**src/rtl/hmmm_pkg.sv**
```systemverilog
// hmmm_pkg: shared definitions for the HMMM-style multicycle controller.
//   - opcode_e : 4-bit opcode encoding (values 10..15 are undefined)
//   - state_e  : controller FSM states
//   - pcSel / wdSel select constants
//   - instruction field bit positions
package hmmm_pkg;

  typedef enum logic [3:0] {
    OP_HALT   = 4'd0,
    OP_NOP    = 4'd1,
    OP_SETN   = 4'd2,
    OP_ADD    = 4'd3,
    OP_SUB    = 4'd4,
    OP_LOADR  = 4'd5,
    OP_STORER = 4'd6,
    OP_JUMPN  = 4'd7,
    OP_JEQZN  = 4'd8,
    OP_JNEZN  = 4'd9
  } opcode_e;

  localparam logic [3:0] OP_LAST_LEGAL = 4'd9;

  typedef enum logic [2:0] {
    ST_IDLE    = 3'd0,
    ST_FETCH   = 3'd1,
    ST_DECODE  = 3'd2,
    ST_EXECUTE = 3'd3,
    ST_MEM     = 3'd4,
    ST_HALT    = 3'd5
  } state_e;

  localparam logic       PCSEL_INC  = 1'b0;
  localparam logic       PCSEL_JUMP = 1'b1;

  localparam logic [1:0] WD_ALU  = 2'b00;
  localparam logic [1:0] WD_IMM  = 2'b01;
  localparam logic [1:0] WD_DMEM = 2'b10;

  // Instruction field positions within the 10-bit IR
  localparam int OPC_MSB = 9;
  localparam int OPC_LSB = 6;
  localparam int RX_MSB  = 5;
  localparam int RX_LSB  = 4;
  localparam int RY_MSB  = 3;
  localparam int RY_LSB  = 2;
  localparam int RZ_MSB  = 1;
  localparam int RZ_LSB  = 0;
  localparam int IMM_MSB = 3;
  localparam int TGT_MSB = 5;

endpackage

```
**src/rtl/hmmm_decoder.sv**
```systemverilog
// hmmm_decoder: purely combinational instruction field decoder.
// Ports:
//   i_instr       in  10 : current IR contents
//   o_opcode      out  4 : decoded opcode (OP_HALT when illegal)
//   o_illegal     out  1 : opcode is 10..15
//   o_ra1         out  2 : rX for jeqzn/jnezn, else rY
//   o_ra2         out  2 : rX for storer, else rZ
//   o_wa3         out  2 : rX
//   o_jump_target out  8 : zero-extended tgt6 for jumpn, imm4 otherwise
//   o_alu_sub     out  1 : high for sub
module hmmm_decoder
  import hmmm_pkg::*;
(
  input  logic [9:0] i_instr,
  output opcode_e    o_opcode,
  output logic       o_illegal,
  output logic [1:0] o_ra1,
  output logic [1:0] o_ra2,
  output logic [1:0] o_wa3,
  output logic [7:0] o_jump_target,
  output logic       o_alu_sub
);

  logic [3:0] w_opc;
  logic [1:0] w_rx;
  logic [1:0] w_ry;
  logic [1:0] w_rz;
  logic [3:0] w_imm;
  logic [5:0] w_tgt;

  assign w_opc = i_instr[OPC_MSB:OPC_LSB];
  assign w_rx  = i_instr[RX_MSB:RX_LSB];
  assign w_ry  = i_instr[RY_MSB:RY_LSB];
  assign w_rz  = i_instr[RZ_MSB:RZ_LSB];
  assign w_imm = i_instr[IMM_MSB:0];
  assign w_tgt = i_instr[TGT_MSB:0];

  assign o_illegal = (w_opc > OP_LAST_LEGAL);
  // Undefined encodings are folded onto OP_HALT; the FSM uses o_illegal
  // to tell the two apart.
  assign o_opcode  = o_illegal ? OP_HALT : opcode_e'(w_opc);

  // Conditional branches test rX, so it goes out on the read port that
  // feeds the zero flag.
  assign o_ra1 = ((o_opcode == OP_JEQZN) || (o_opcode == OP_JNEZN)) ? w_rx : w_ry;
  // storer reads the data to be written from rX on the second port.
  assign o_ra2 = (o_opcode == OP_STORER) ? w_rx : w_rz;
  assign o_wa3 = w_rx;

  assign o_jump_target = (o_opcode == OP_JUMPN) ? {2'b00, w_tgt} : {4'b0000, w_imm};
  assign o_alu_sub     = (o_opcode == OP_SUB);

endmodule

```
**src/rtl/hmmm_controller.sv**
```systemverilog
// hmmm_controller: multicycle control FSM for the 4-bit HMMM-style core.
// Sequences FETCH / DECODE / EXECUTE / MEM for each instruction in the IR
// and drives the datapath strobes combinationally from the current state.
// Ports:
//   clk        in   1 : clock, rising edge
//   reset      in   1 : asynchronous active-low reset
//   run        in   1 : start level, only looked at in IDLE
//   instr      in  10 : IR contents
//   zero       in   1 : datapath flag rd1 == 0
//   dmemAck    in   1 : data memory completes the access this cycle
//   imemRead   out  1 : instruction memory read strobe
//   irWrite    out  1 : IR load enable
//   pcWrite    out  1 : PC load enable
//   pcSel      out  1 : 0 = PC+1, 1 = jumpTarget
//   jumpTarget out  8 : branch target
//   ra1/ra2/wa3 out 2 : regfile addresses
//   regWrite   out  1 : regfile write enable
//   aluSub     out  1 : ALU subtract control
//   wdSel      out  2 : write data select (ALU / imm4 / dmem)
//   dmemReq    out  1 : data memory request, held until dmemAck
//   dmemWe     out  1 : store qualifier for dmemReq
//   halted     out  1 : core stopped
//   illegal    out  1 : stopped on an undefined opcode
//   instrCount out  8 : retired-instruction counter (wraps)
module hmmm_controller
  import hmmm_pkg::*;
(
  input  logic       clk,
  input  logic       reset,
  input  logic       run,
  input  logic [9:0] instr,
  input  logic       zero,
  input  logic       dmemAck,
  output logic       imemRead,
  output logic       irWrite,
  output logic       pcWrite,
  output logic       pcSel,
  output logic [7:0] jumpTarget,
  output logic [1:0] ra1,
  output logic [1:0] ra2,
  output logic [1:0] wa3,
  output logic       regWrite,
  output logic       aluSub,
  output logic [1:0] wdSel,
  output logic       dmemReq,
  output logic       dmemWe,
  output logic       halted,
  output logic       illegal,
  output logic [7:0] instrCount
);

  state_e     r_state;
  state_e     w_next_state;
  logic [7:0] r_count;
  logic       r_illegal;
  logic       w_retire;

  opcode_e    w_opcode;
  logic       w_illegal;
  logic [1:0] w_ra1;
  logic [1:0] w_ra2;
  logic [1:0] w_wa3;
  logic [7:0] w_jump_target;
  logic       w_alu_sub;

  hmmm_decoder u_decoder (
    .i_instr       (instr),
    .o_opcode      (w_opcode),
    .o_illegal     (w_illegal),
    .o_ra1         (w_ra1),
    .o_ra2         (w_ra2),
    .o_wa3         (w_wa3),
    .o_jump_target (w_jump_target),
    .o_alu_sub     (w_alu_sub)
  );

  always_ff @(posedge clk or negedge reset) begin
    if (!reset) begin
      r_state   <= ST_IDLE;
      r_count   <= 8'd0;
      r_illegal <= 1'b0;
    end else begin
      r_state <= w_next_state;
      if (w_retire) begin
        r_count <= r_count + 8'd1;
      end
      if ((r_state == ST_DECODE) && w_illegal) begin
        r_illegal <= 1'b1;
      end
    end
  end

  always_comb begin
    w_next_state = r_state;
    w_retire     = 1'b0;
    imemRead     = 1'b0;
    irWrite      = 1'b0;
    pcWrite      = 1'b0;
    pcSel        = PCSEL_INC;
    regWrite     = 1'b0;
    wdSel        = WD_ALU;
    dmemReq      = 1'b0;
    dmemWe       = 1'b0;

    case (r_state)
      ST_IDLE: begin
        if (run) begin
          w_next_state = ST_FETCH;
        end
      end

      ST_FETCH: begin
        // IR captures the instruction while PC advances to PC+1
        imemRead     = 1'b1;
        irWrite      = 1'b1;
        pcWrite      = 1'b1;
        w_next_state = ST_DECODE;
      end

      ST_DECODE: begin
        if (w_illegal) begin
          w_next_state = ST_HALT;
        end else begin
          case (w_opcode)
            OP_HALT: w_next_state = ST_HALT;
            OP_NOP: begin
              w_next_state = ST_FETCH;
              w_retire     = 1'b1;
            end
            OP_LOADR, OP_STORER: w_next_state = ST_MEM;
            default: w_next_state = ST_EXECUTE;
          endcase
        end
      end

      ST_EXECUTE: begin
        w_next_state = ST_FETCH;
        w_retire     = 1'b1;
        case (w_opcode)
          OP_SETN: begin
            regWrite = 1'b1;
            wdSel    = WD_IMM;
          end
          OP_ADD, OP_SUB: begin
            regWrite = 1'b1;
          end
          OP_JUMPN: begin
            pcWrite = 1'b1;
            pcSel   = PCSEL_JUMP;
          end
          OP_JEQZN: begin
            pcWrite = zero;
            pcSel   = PCSEL_JUMP;
          end
          OP_JNEZN: begin
            pcWrite = !zero;
            pcSel   = PCSEL_JUMP;
          end
          default: ;
        endcase
      end

      ST_MEM: begin
        // Request held every MEM cycle; only the ack cycle writes back
        dmemReq = 1'b1;
        dmemWe  = (w_opcode == OP_STORER);
        if (dmemAck) begin
          w_next_state = ST_FETCH;
          w_retire     = 1'b1;
          if (w_opcode == OP_LOADR) begin
            regWrite = 1'b1;
            wdSel    = WD_DMEM;
          end
        end
      end

      ST_HALT: ;

      default: w_next_state = ST_IDLE;
    endcase
  end

  // Instruction-derived outputs are forced low while reset is asserted so
  // that every output reads 0 during reset.
  assign ra1        = reset ? w_ra1 : 2'b00;
  assign ra2        = reset ? w_ra2 : 2'b00;
  assign wa3        = reset ? w_wa3 : 2'b00;
  assign jumpTarget = reset ? w_jump_target : 8'd0;
  assign aluSub     = reset ? w_alu_sub : 1'b0;

  assign halted     = (r_state == ST_HALT);
  assign illegal    = r_illegal;
  assign instrCount = r_count;

endmodule

```
**config.mk**
```make
export PLATFORM = sky130hd
export DESIGN_NAME = hmmm_controller
export DESIGN_NICKNAME = d
export VERILOG_FILES = /design/src/rtl/hmmm_pkg.sv /design/src/rtl/hmmm_decoder.sv /design/src/rtl/hmmm_controller.sv
export SDC_FILE = /design/constraint.sdc
export NUM_CORES = 1
export LEC_CHECK = 0
export BUFFER_PORTS_ARGS = -buffer_cell sky130_fd_sc_hd__buf_2
export CORE_ASPECT_RATIO = 1.2
export CORE_MARGIN = 1.5
export CORE_UTILIZATION = 45
export CTS_CLUSTER_DIAMETER = 30
export DETAILED_ROUTE_END_ITERATION = 12
export GPL_TIMING_DRIVEN = 0
export PLACE_DENSITY_LB_ADDON = 0.05
export SLEW_MARGIN = 20
export SYNTH_ARGS = -nofsm -noshare
export SYNTH_HDL_FRONTEND = slang
export SYNTH_HIERARCHICAL = 1
export SYNTH_SLANG_ARGS = --single-unit
```
**constraint.sdc**
```tcl
create_clock -name clk -period 2.75 [get_ports clk]
set_input_delay 0.1375 -clock clk [delete_from_list [all_inputs] [get_ports clk]]
set_output_delay 0.1375 -clock clk [all_outputs]
set_load 0.02 [all_outputs]
```
==> Word-level counts from Yosys, hierarchy flattened <==
Cells that the tools add are included.
{ "classes": {"add_sub_neg": 1, "order_cmp": 1, "eq_ne": 16, "muxes": 33, "bitwise_logic": 1, "reduce_logical": 9} }
{ "op_table": {"columns": ["operator", "n"], "rows": [
  ["3-bit case mux with 6 select lines", 1],
  ["4-bit by 3-bit == test with 1-bit output (second input constant)", 4],
  ["2-bit 2-to-1 mux", 7],
  ["1-bit 2-to-1 mux", 13],
  ["3-bit 2-to-1 mux", 3],
  ["3-bit case mux with 3 select lines", 1],
  ["8-bit by 1-bit adder with 8-bit output (second input constant)", 1],
  ["4-bit by 2-bit == test with 1-bit output (second input constant)", 2],
  ["4-bit == test (second input constant)", 2],
  ["8-bit 2-to-1 mux", 1],
  ["3-bit by 2-bit == test with 1-bit output (second input constant)", 2],
  ["3-bit == test (second input constant)", 2],
  ["6-bit 2-to-1 mux", 1],
  ["1-bit case mux with 3 select lines", 2],
  ["3-bit OR reduction", 2],
  ["4-bit by 1-bit == test with 1-bit output (second input constant)", 1],
  ["4-bit > comparator (second input constant)", 1],
  ["4-bit zero test", 1],
  ["4-bit 2-to-1 mux", 1],
  ["2-bit != test (second input constant)", 2],
  ["1-bit case mux with 2 select lines", 2],
  ["2-bit case mux with 2 select lines", 1],
  ["3-bit by 1-bit == test with 1-bit output (second input constant)", 1],
  ["3-bit zero test", 1],
  ["6 further kinds", 6]
]} }
{ "word_totals": {"reg_bits": 12, "inputBits": 15, "output_inout_bits": 34, "word_cells": 64} }

==> Depth between registers and ports, before layout <==
Gate-level depths: netlist (run 1).
{ "logic_depth": {"depth_word": 7, "depth_mapped": 6, "mapped_depth_nobuf": 6} }

==> Modules after synthesis <==
The synthesis (run 1) kept the hierarchy.
{ "modules_own_cells": {"columns": ["module", "n_inst", "cells_per_inst", "area_per_inst_um2", "seq_area_each_um2"], "rows": [
  ["hmmm_controller", 1, 103, 942.2, 300.3],
  ["hmmm_decoder", 1, 22, 202.7, 0.0]
]} }

==> Worst setup path before layout (run 1) <==
Ideal clock, no wire load.
{ "synth_path": {"path_kind": "register to output", "start": "register r_state[1]", "end": "output port regWrite", "t_arrival_ns": 1.805, "required_ns": 2.612, "setup_slack_ns": 0.808, "path_stages_with_launch": 6, "path_buffers": 1, "path_cell_list": "dfrtp_1 > buf_4 > nor3b_4 > nand2_1 > nor3_1 > a21o_1"} }
{ "synth_via": {"elab_chain_cells": 2, "elab_cells_between_ends": 3, "classes_between": "eq/ne: 2; mux: 1"} }
{ "synth_rtl": {"columns": ["element", "line_no", "text"], "rows": [
  ["start: declaration", "hmmm_controller.sv:52", "state_e r_state;"],
  ["start signal: assignment", "hmmm_controller.sv:83", "r_state <= w_next_state;"],
  ["3-bit == test or 3-bit by 2-bit == test with 1-bit output (tied branches)", "hmmm_controller.sv:105", "case (r_state)"],
  ["1-bit case mux with 2 select lines *", "hmmm_controller.sv:105", null],
  ["end: declaration", "hmmm_controller.sv:42", "output logic regWrite,"]
]} }
Mark *: on every way between the ends. The rest lies on a longest branch, timed or not.

==> Worst setup path in the final report (run 1) <==
{ "layout_path": {"start": "input port instr[7]", "end": "output port pcWrite"} }
{ "layout_via": {"elab_chain_cells": 5, "elab_cells_between_ends": 7, "classes_between": "order compare: 1; eq/ne: 3; mux: 3"} }
{ "layout_rtl": {"columns": ["element", "line_no", "text"], "rows": [
  ["start: declaration", "hmmm_controller.sv:31", "input logic [9:0] instr,"],
  ["4-bit > comparator *", "hmmm_decoder.sv:38", "assign o_illegal = (w_opc > OP_LAST_LEGAL);"],
  ["named net w_illegal", "hmmm_controller.sv:59", "logic w_illegal;"],
  ["4-bit 2-to-1 mux *", "hmmm_decoder.sv:41", "assign o_opcode = o_illegal ? OP_HALT : opcode_e'(w_opc);"],
  ["named net w_opcode[0]", "hmmm_controller.sv:58", "opcode_e w_opcode;"],
  ["4-bit == test or 4-bit by 3-bit == test with 1-bit output (tied branches)", "hmmm_controller.sv:139", "case (w_opcode)"],
  ["1-bit case mux with 3 select lines *", "hmmm_controller.sv:139", null],
  ["1-bit case mux with 2 select lines *", "hmmm_controller.sv:105", null],
  ["end: declaration", "hmmm_controller.sv:36", "output logic pcWrite,"]
]} }
The timed path passes the listed nets; every way through them passes the cells marked *.

==> impl_metrics.env, run 1 <==
export IMPL_synthTopCellsByCount="and2_1, dfrtp_1, buf_4"
export IMPL_synthFlopType="dfrtp_1"
export IMPL_remaining_drc_errors=0
export IMPL_antenna_found_initial=0
export IMPL_dieWidth_um=49.05
export IMPL_p_clk_share_pct=9.5
export IMPL_power_density_nw_per_um2=741.7
export IMPL_placed_cells=203
export IMPL_dieArea_um2=2857
export IMPL_netlist_instances=125
export IMPL_ant_nets=0
export IMPL_post_route_period_util_pct=70.01
export IMPL_n_antenna_cell=0
export IMPL_coreArea_um2=2354
export IMPL_yosys_top_cells_area="dfrtp_1, and2_1, buf_4"
export IMPL_cts_made_buffers=3
export IMPL_tightest_slew_ns=0.5567
export IMPL_required_ns=2.61
export IMPL_ios=49
export IMPL_start_kind="input pin"
export IMPL_grt_ovfl_total=0
export IMPL_drtIter0Drc=11
export IMPL_relSlewSlack_pct=62.81
export IMPL_combPwrFrac_pct=57.9
export IMPL_tns_ns=0
export IMPL_fp_row_count=19
export IMPL_cts_root_to_sink_buffers=2
export IMPL_status="complete, no violations"
export IMPL_grt_usage_pct=17.90
export IMPL_fill_cells=215
export IMPL_insertion_delay_ns=0.26
export IMPL_gp_congestion=0.8471
export IMPL_cts_tree="done"
export IMPL_cp_max_fo=7
export IMPL_dpl_hpwl_um=1976
export IMPL_drv_slew=0
export IMPL_cts_root_buf="clkbuf_4"
export IMPL_initial_utilization_pct=48.64
export IMPL_cts_htree_levels=1
export IMPL_stdcell_count=207
export IMPL_hold_viol_final=0
export IMPL_period_needed_ns=1.925
export IMPL_via_count=1060
export IMPL_synth_top_cell_by_area="dfrtp_1"
export IMPL_finClkSkew_ns=0.005475
export IMPL_grt_max_degree=19
export IMPL_synth_area_um2=1145
export IMPL_synthArstFlopShare_pct=100.0
export IMPL_internal_power_w=0.0005711
export IMPL_ys_types=43
export IMPL_synth_top_cell_area_share_pct=26.23
export IMPL_grt_pass1_wl_um=4071
export IMPL_drive_above_1_share_pct=45.45
export IMPL_leakage_nw=0.7083
export IMPL_post_drt_wl_per_cell_um=11.71
export IMPL_vdd_drop_max_v=0.0005505
export IMPL_ys_seq_area_share_pct=26.23
export IMPL_min_path_type="in2reg"
export IMPL_switchingPower_w=0.0005045
export IMPL_synth_ff_latch_count=12
export IMPL_max_freq_ghz=0.5194
export IMPL_yosysWarningCount=6
export IMPL_yosys_cell_count_top_type="and2_1"
export IMPL_post_cts_setup_buffer_count=0
export IMPL_drt_pass1_iterations=4
export IMPL_maxCapViolCount=0
export IMPL_sequentialPowerShare_pct=32.6
export IMPL_fp_dieH_um=58.26
export IMPL_worstPathArrival_ns=1.79
export IMPL_cts_clk_slew_worst_paths_ns=0.06
export IMPL_cts_sinks=12
export IMPL_area_growth_syn_to_layout_pct=26.67
export IMPL_rsz0062_at_grt="no"
export IMPL_vias_per_cell=5.121
export IMPL_critPathKind="in2out"
export IMPL_setup_viol=0
export IMPL_avgSynthCellArea_um2=9.159
export IMPL_wirelength_um=2424
export IMPL_end_kind="output port"
export IMPL_p_sw_share_pct=46.90
export IMPL_port_buffers=46
export IMPL_nets=194
export IMPL_synth_edf_count=0
export IMPL_grt_pass1_vias=957
-- state kept, by name, indices dropped and copies added, names as in the netlist --
| name | cells |
|---|---|
| illegal | 1 |
| instrCount | 8 |
| r_state | 3 |
-- power groups by stage --
stage               clock (W)  combinational [W]  sequential [W]
floorplan                   0           0.000384        0.000408
global placement            0           0.000616        0.000345
detailed placement          0           0.000625        0.000352
CTS                  0.000107           0.000629        0.000349
global route         0.000114           0.000673        0.000362
finish               0.000102           0.000623        0.000351
-- logic make-up (layout without fill, tap and decap cells) --
group / after synthesis / count (layout) / share of synthesized area [%]
other: 1 / 2 / 0.3276
AND/OR/NAND/NOR: 61 / 61 / 35.96
AO/OA/AOI/OAI: 19 / 19 / 13.33
buffers and inverters: 16 / 66 / 9.399
XOR/XNOR: 9 / 9 / 6.886
multiplexers: 6 / 6 / 6.776
adder cells (fa/ha/maj): 1 / 1 / 1.093
flip-flops: 12 / 12 / 26.23
-- cells in the final DEF, fill, tap and decap left out, drive strengths merged, types with 2 or more instances in the layout --
| cell type | Yosys | layout |
|---|---|---|
| conb | 1 | 2 |
| nor2 | 8 | 8 |
| nand2b | 7 | 7 |
| dfrtp | 12 | 12 |
| inv | 2 | 2 |
| a21oi | 7 | 7 |
| o32ai | 2 | 2 |
| and2 | 15 | 15 |
| xor2 | 8 | 8 |
| nor2b | 2 | 2 |
| a311oi | 2 | 2 |
| nand3 | 5 | 5 |
| mux2 | 5 | 5 |
| buf | 13 | 59 |
| a21boi | 2 | 2 |
| a211oi | 2 | 2 |
| and2b | 4 | 4 |
| nand2 | 7 | 7 |
| nor3b | 5 | 5 |
| clkbuf | 1 | 4 |
| and4 | 3 | 3 |
-- critical path, cell delays in order --
cell and delay (ns):
buf_2 0.14, o21a_1 0.24, nor2b_1 0.47, xor2_1 0.22, nand3_1 0.10, a311oi_1 0.27
buf_2 0.20
-- per-layer routing --
metal	global-route usage [%]	wire length, um
met5	0	0
met4	6.122	17
met2	32.88	1219
met1	21.68	1062
met3	2.062	124
-- worst paths after layout --
check / startpoint / end / slack, ns / cells past startpoint
max: instr[7] / pcWrite / 0.82 / 7
min: run / r_state[0] / 0.25 / 3
max reg2reg: r_state[0] / instrCount[1] / 1.26 / 4
min reg2reg: instrCount[7] / instrCount[7] / 0.47 / 1
max in group asynchronous: reset / r_state[1] / 2.21 / 2
min in group asynchronous: reset / instrCount[3] / 0.29 / 2
-- timing repair --
action | CTS | global route
hold buffers | 1 | 0
endpoints found under the hold margin | 12 | 0
resized for setup | 0 | 0
-- layout make-up --
cell class / instances / area [um^2] / area share (%)
sequential: 12 / 300.3 / 20.71
buffer: 14 / 100.1 / 6.903
clock buffer: 3 / 22.52 / 1.553
tap: 31 / 38.79 / 2.675
timing repair buffer: 47 / 240.2 / 16.57
multi-input combinational: 98 / 740.7 / 51.08
inverter: 2 / 7.507 / 0.5177
-- metrics by stage --
step | cell area, um^2 | power (W) | worst slack [ns] | utilization (%) | hold WS (ns)
6_report | 1450 | 0.001076 | 0.8247 | 61.62 | 0.2525
5_1_grt | 1450 | 0.001149 | 0.6897 | 61.62 | 0.2437
4_1_cts | 1450 | 0.001085 | 0.8199 | 61.62 | 0.2446
3_5_place_dp | 1418 | 0.0009771 | 0.8294 | 60.23 | 0.05417
3_3_place_gp | 1418 | 0.0009615 | 0.8491 | 60.23 | 0.05123
2_1_floorplan | 1149 | 0.0007920 | 0.8076 | - | -0.1581
Note: power is estimated with default switching activity, not from simulation.
==> inputs of run 2 (changes only) <==
==> constraint.sdc (replaced) <==
create_clock -name clk -period 1.9 [get_ports clk]
set_input_delay 0.095 -clock clk [delete_from_list [all_inputs] [get_ports clk]]
set_output_delay 0.095 -clock clk [all_outputs]
set_load 0.02 [all_outputs]
==> run 2 against run 1 <==
Compared with the run above: power up 45%; clock power up 45%; worst hold slack worse by 0.042 ns; combinational power up 45%; core utilization up 0.32 points; highest routed layer unchanged.
==> impl_metrics.env, run 2 (same netlist as run 1, synthesis figures left out) <==
export IMPL_grt_ovfl_total=0
export IMPL_cts_tree="done"
export IMPL_end_kind="output port"
export IMPL_finClkSkew_ns=0.005538
export IMPL_reg2reg_to="instrCount[1]"
export IMPL_fp_dieH_um=58.26
export IMPL_maxCapViolCount=0
export IMPL_remaining_drc_errors=0
export IMPL_drv_slew=0
export IMPL_coreArea_um2=2354
export IMPL_ant_nets=0
export IMPL_vdd_drop_max_v=0.0007947
export IMPL_via_count=1059
export IMPL_max_freq_ghz=0.5817
export IMPL_wirelength_um=2419
export IMPL_cts_clk_slew_worst_paths_ns=0.06
export IMPL_endpoint="regWrite"
export IMPL_tns_ns=0
export IMPL_final_area_um2=1458
export IMPL_mostFrequentLayoutCells="buf_2, and2_1, dfrtp_1"
export IMPL_insertion_delay_ns=0.26
export IMPL_required_ns=1.80
export IMPL_period_needed_ns=1.719
export IMPL_grt_usage_pct=17.90
export IMPL_cts_htree_levels=1
export IMPL_hold_viol_final=0
export IMPL_postPlaceCellArea_um2=1418
export IMPL_drtIter0Drc=22
export IMPL_cts_root_to_sink_buffers=2
export IMPL_start_kind="flop"
export IMPL_final_core_util_pct=61.94
export IMPL_dpl_hpwl_um=1976
export IMPL_fin_ws_ns=0.1808
export IMPL_fill_cells=212
export IMPL_grt_pass1_vias=957
export IMPL_stdcell_count=207
export IMPL_largest_reg_flops=8
export IMPL_nets=194
export IMPL_leakage_nw=0.7096
export IMPL_status="complete, no violations"
export IMPL_placed_cells=203
export IMPL_cts_root_buf="clkbuf_4"
export IMPL_power_density_nw_per_um2=1068
export IMPL_cts_sinks=12
export IMPL_rrSetupSlack_ns=0.41
export IMPL_post_place_ws_ns=0.05768
export IMPL_gp_congestion=0.8471
export IMPL_ff2ff_path_depth=4
export IMPL_grt_pass1_wl_um=4071
export IMPL_post_route_period_util_pct=90.48
export IMPL_setup_viol=0
export IMPL_post_cts_setup_buffer_count=0
export IMPL_drive_above_1_share_pct=46.59
export IMPL_dieWidth_um=49.05
export IMPL_dieArea_um2=2857
export IMPL_cp_max_fo=9
export IMPL_worstPathArrival_ns=1.62
export IMPL_fp_row_count=19
export IMPL_area_growth_syn_to_layout_pct=27.32
export IMPL_n_antenna_cell=0
export IMPL_min_path_type="in2reg"
export IMPL_ios=49
export IMPL_port_buffers=46
export IMPL_antenna_found_initial=0
export IMPL_vias_per_cell=5.116
export IMPL_grt_max_degree=19
export IMPL_initial_utilization_pct=48.64
export IMPL_drt_pass1_iterations=4
export IMPL_reg2reg_from="r_state[0]"
export IMPL_cts_made_buffers=3
export IMPL_post_drt_wl_per_cell_um=11.69
export IMPL_rsz0062_at_grt="no"
export IMPL_cp_startpoint="r_state[1]"
export IMPL_layout_commonest_cell="buf_2"
export IMPL_critPathKind="reg2out"
[run 2: cell count changes in the layout (fill, tap and decap cells not counted)]
cell     change
nor3_1       -1
nor3_2       +1
nor2b_1      -1
nor2b_2      +1
[run 2: area by class of cell]
cell class              count  area [um^2]  share of cell area (%)
plain buffers              14        100.1                   6.867
clock buffers               3        22.52                   1.545
inverters                   2        7.507                  0.5150
multi-input cells          98        748.2                   51.33
flip-flops and latches     12        300.3                   20.60
well taps                  31        38.79                   2.661
repair buffers             47        240.2                   16.48
[run 2: worst min-delay path by stage]
stage | start | end | slack, ns | cells past startpoint
floorplan | reset | illegal | -0.20 | 0
global placement | reset | instrCount[4] | 0.009 | 1
detailed placement | reset | instrCount[4] | 0.01 | 1
CTS | run | r_state[0] | 0.20 | 3
global route | run | r_state[0] | 0.20 | 3
finish | run | r_state[0] | 0.21 | 3
[run 2: power breakdown]
| group | leakage, nW | internal (W) | total [W] | switching [W] |
|---|---|---|---|---|
| clock | 0.0138 | 0.0000731 | 0.000148 | 0.0000745 |
| combinational | 0.561 | 0.000384 | 0.000902 | 0.000517 |
| sequential | 0.135 | 0.000369 | 0.000507 | 0.000137 |
[run 2: metrics by stage]
step                      power (W)  hold WS (ns)
final                      0.001556        0.2106
after global routing       0.001664        0.2012
after CTS                  0.001570        0.2021
after detailed placement   0.001414       0.01167
after global placement     0.001392      0.008728
after floorplan            0.001146       -0.2006
[run 2: critical path, cell delays in order (launching register included)]
cell and delay, ns:
dfrtp_1 0.36, buf_4 0.17, nor3b_4 0.27, nand2_1 0.13, nor3_2 0.19, a21o_1 0.10
buf_2 0.15
[run 2: timing repair]
| action | 4_1_cts | 5_1_grt |
|---|---|---|
| endpoints found under the hold margin | 12 | 0 |
| hold buffers | 1 | 0 |
| gates resized for setup | 0 | 2 |
| endpoints found under the setup margin | 0 | 2 |
[run 2: per-layer routing]
layer	share of wire, %	GRT usage (%)	wire length, um	up-vias
met1	44	21.68	1063	491
met3	5.2	2.062	125	2
met2	50	32.88	1216	36
li1	-	-	-	530
met5	0	0	0	-
met4	0.54	6.122	13	0
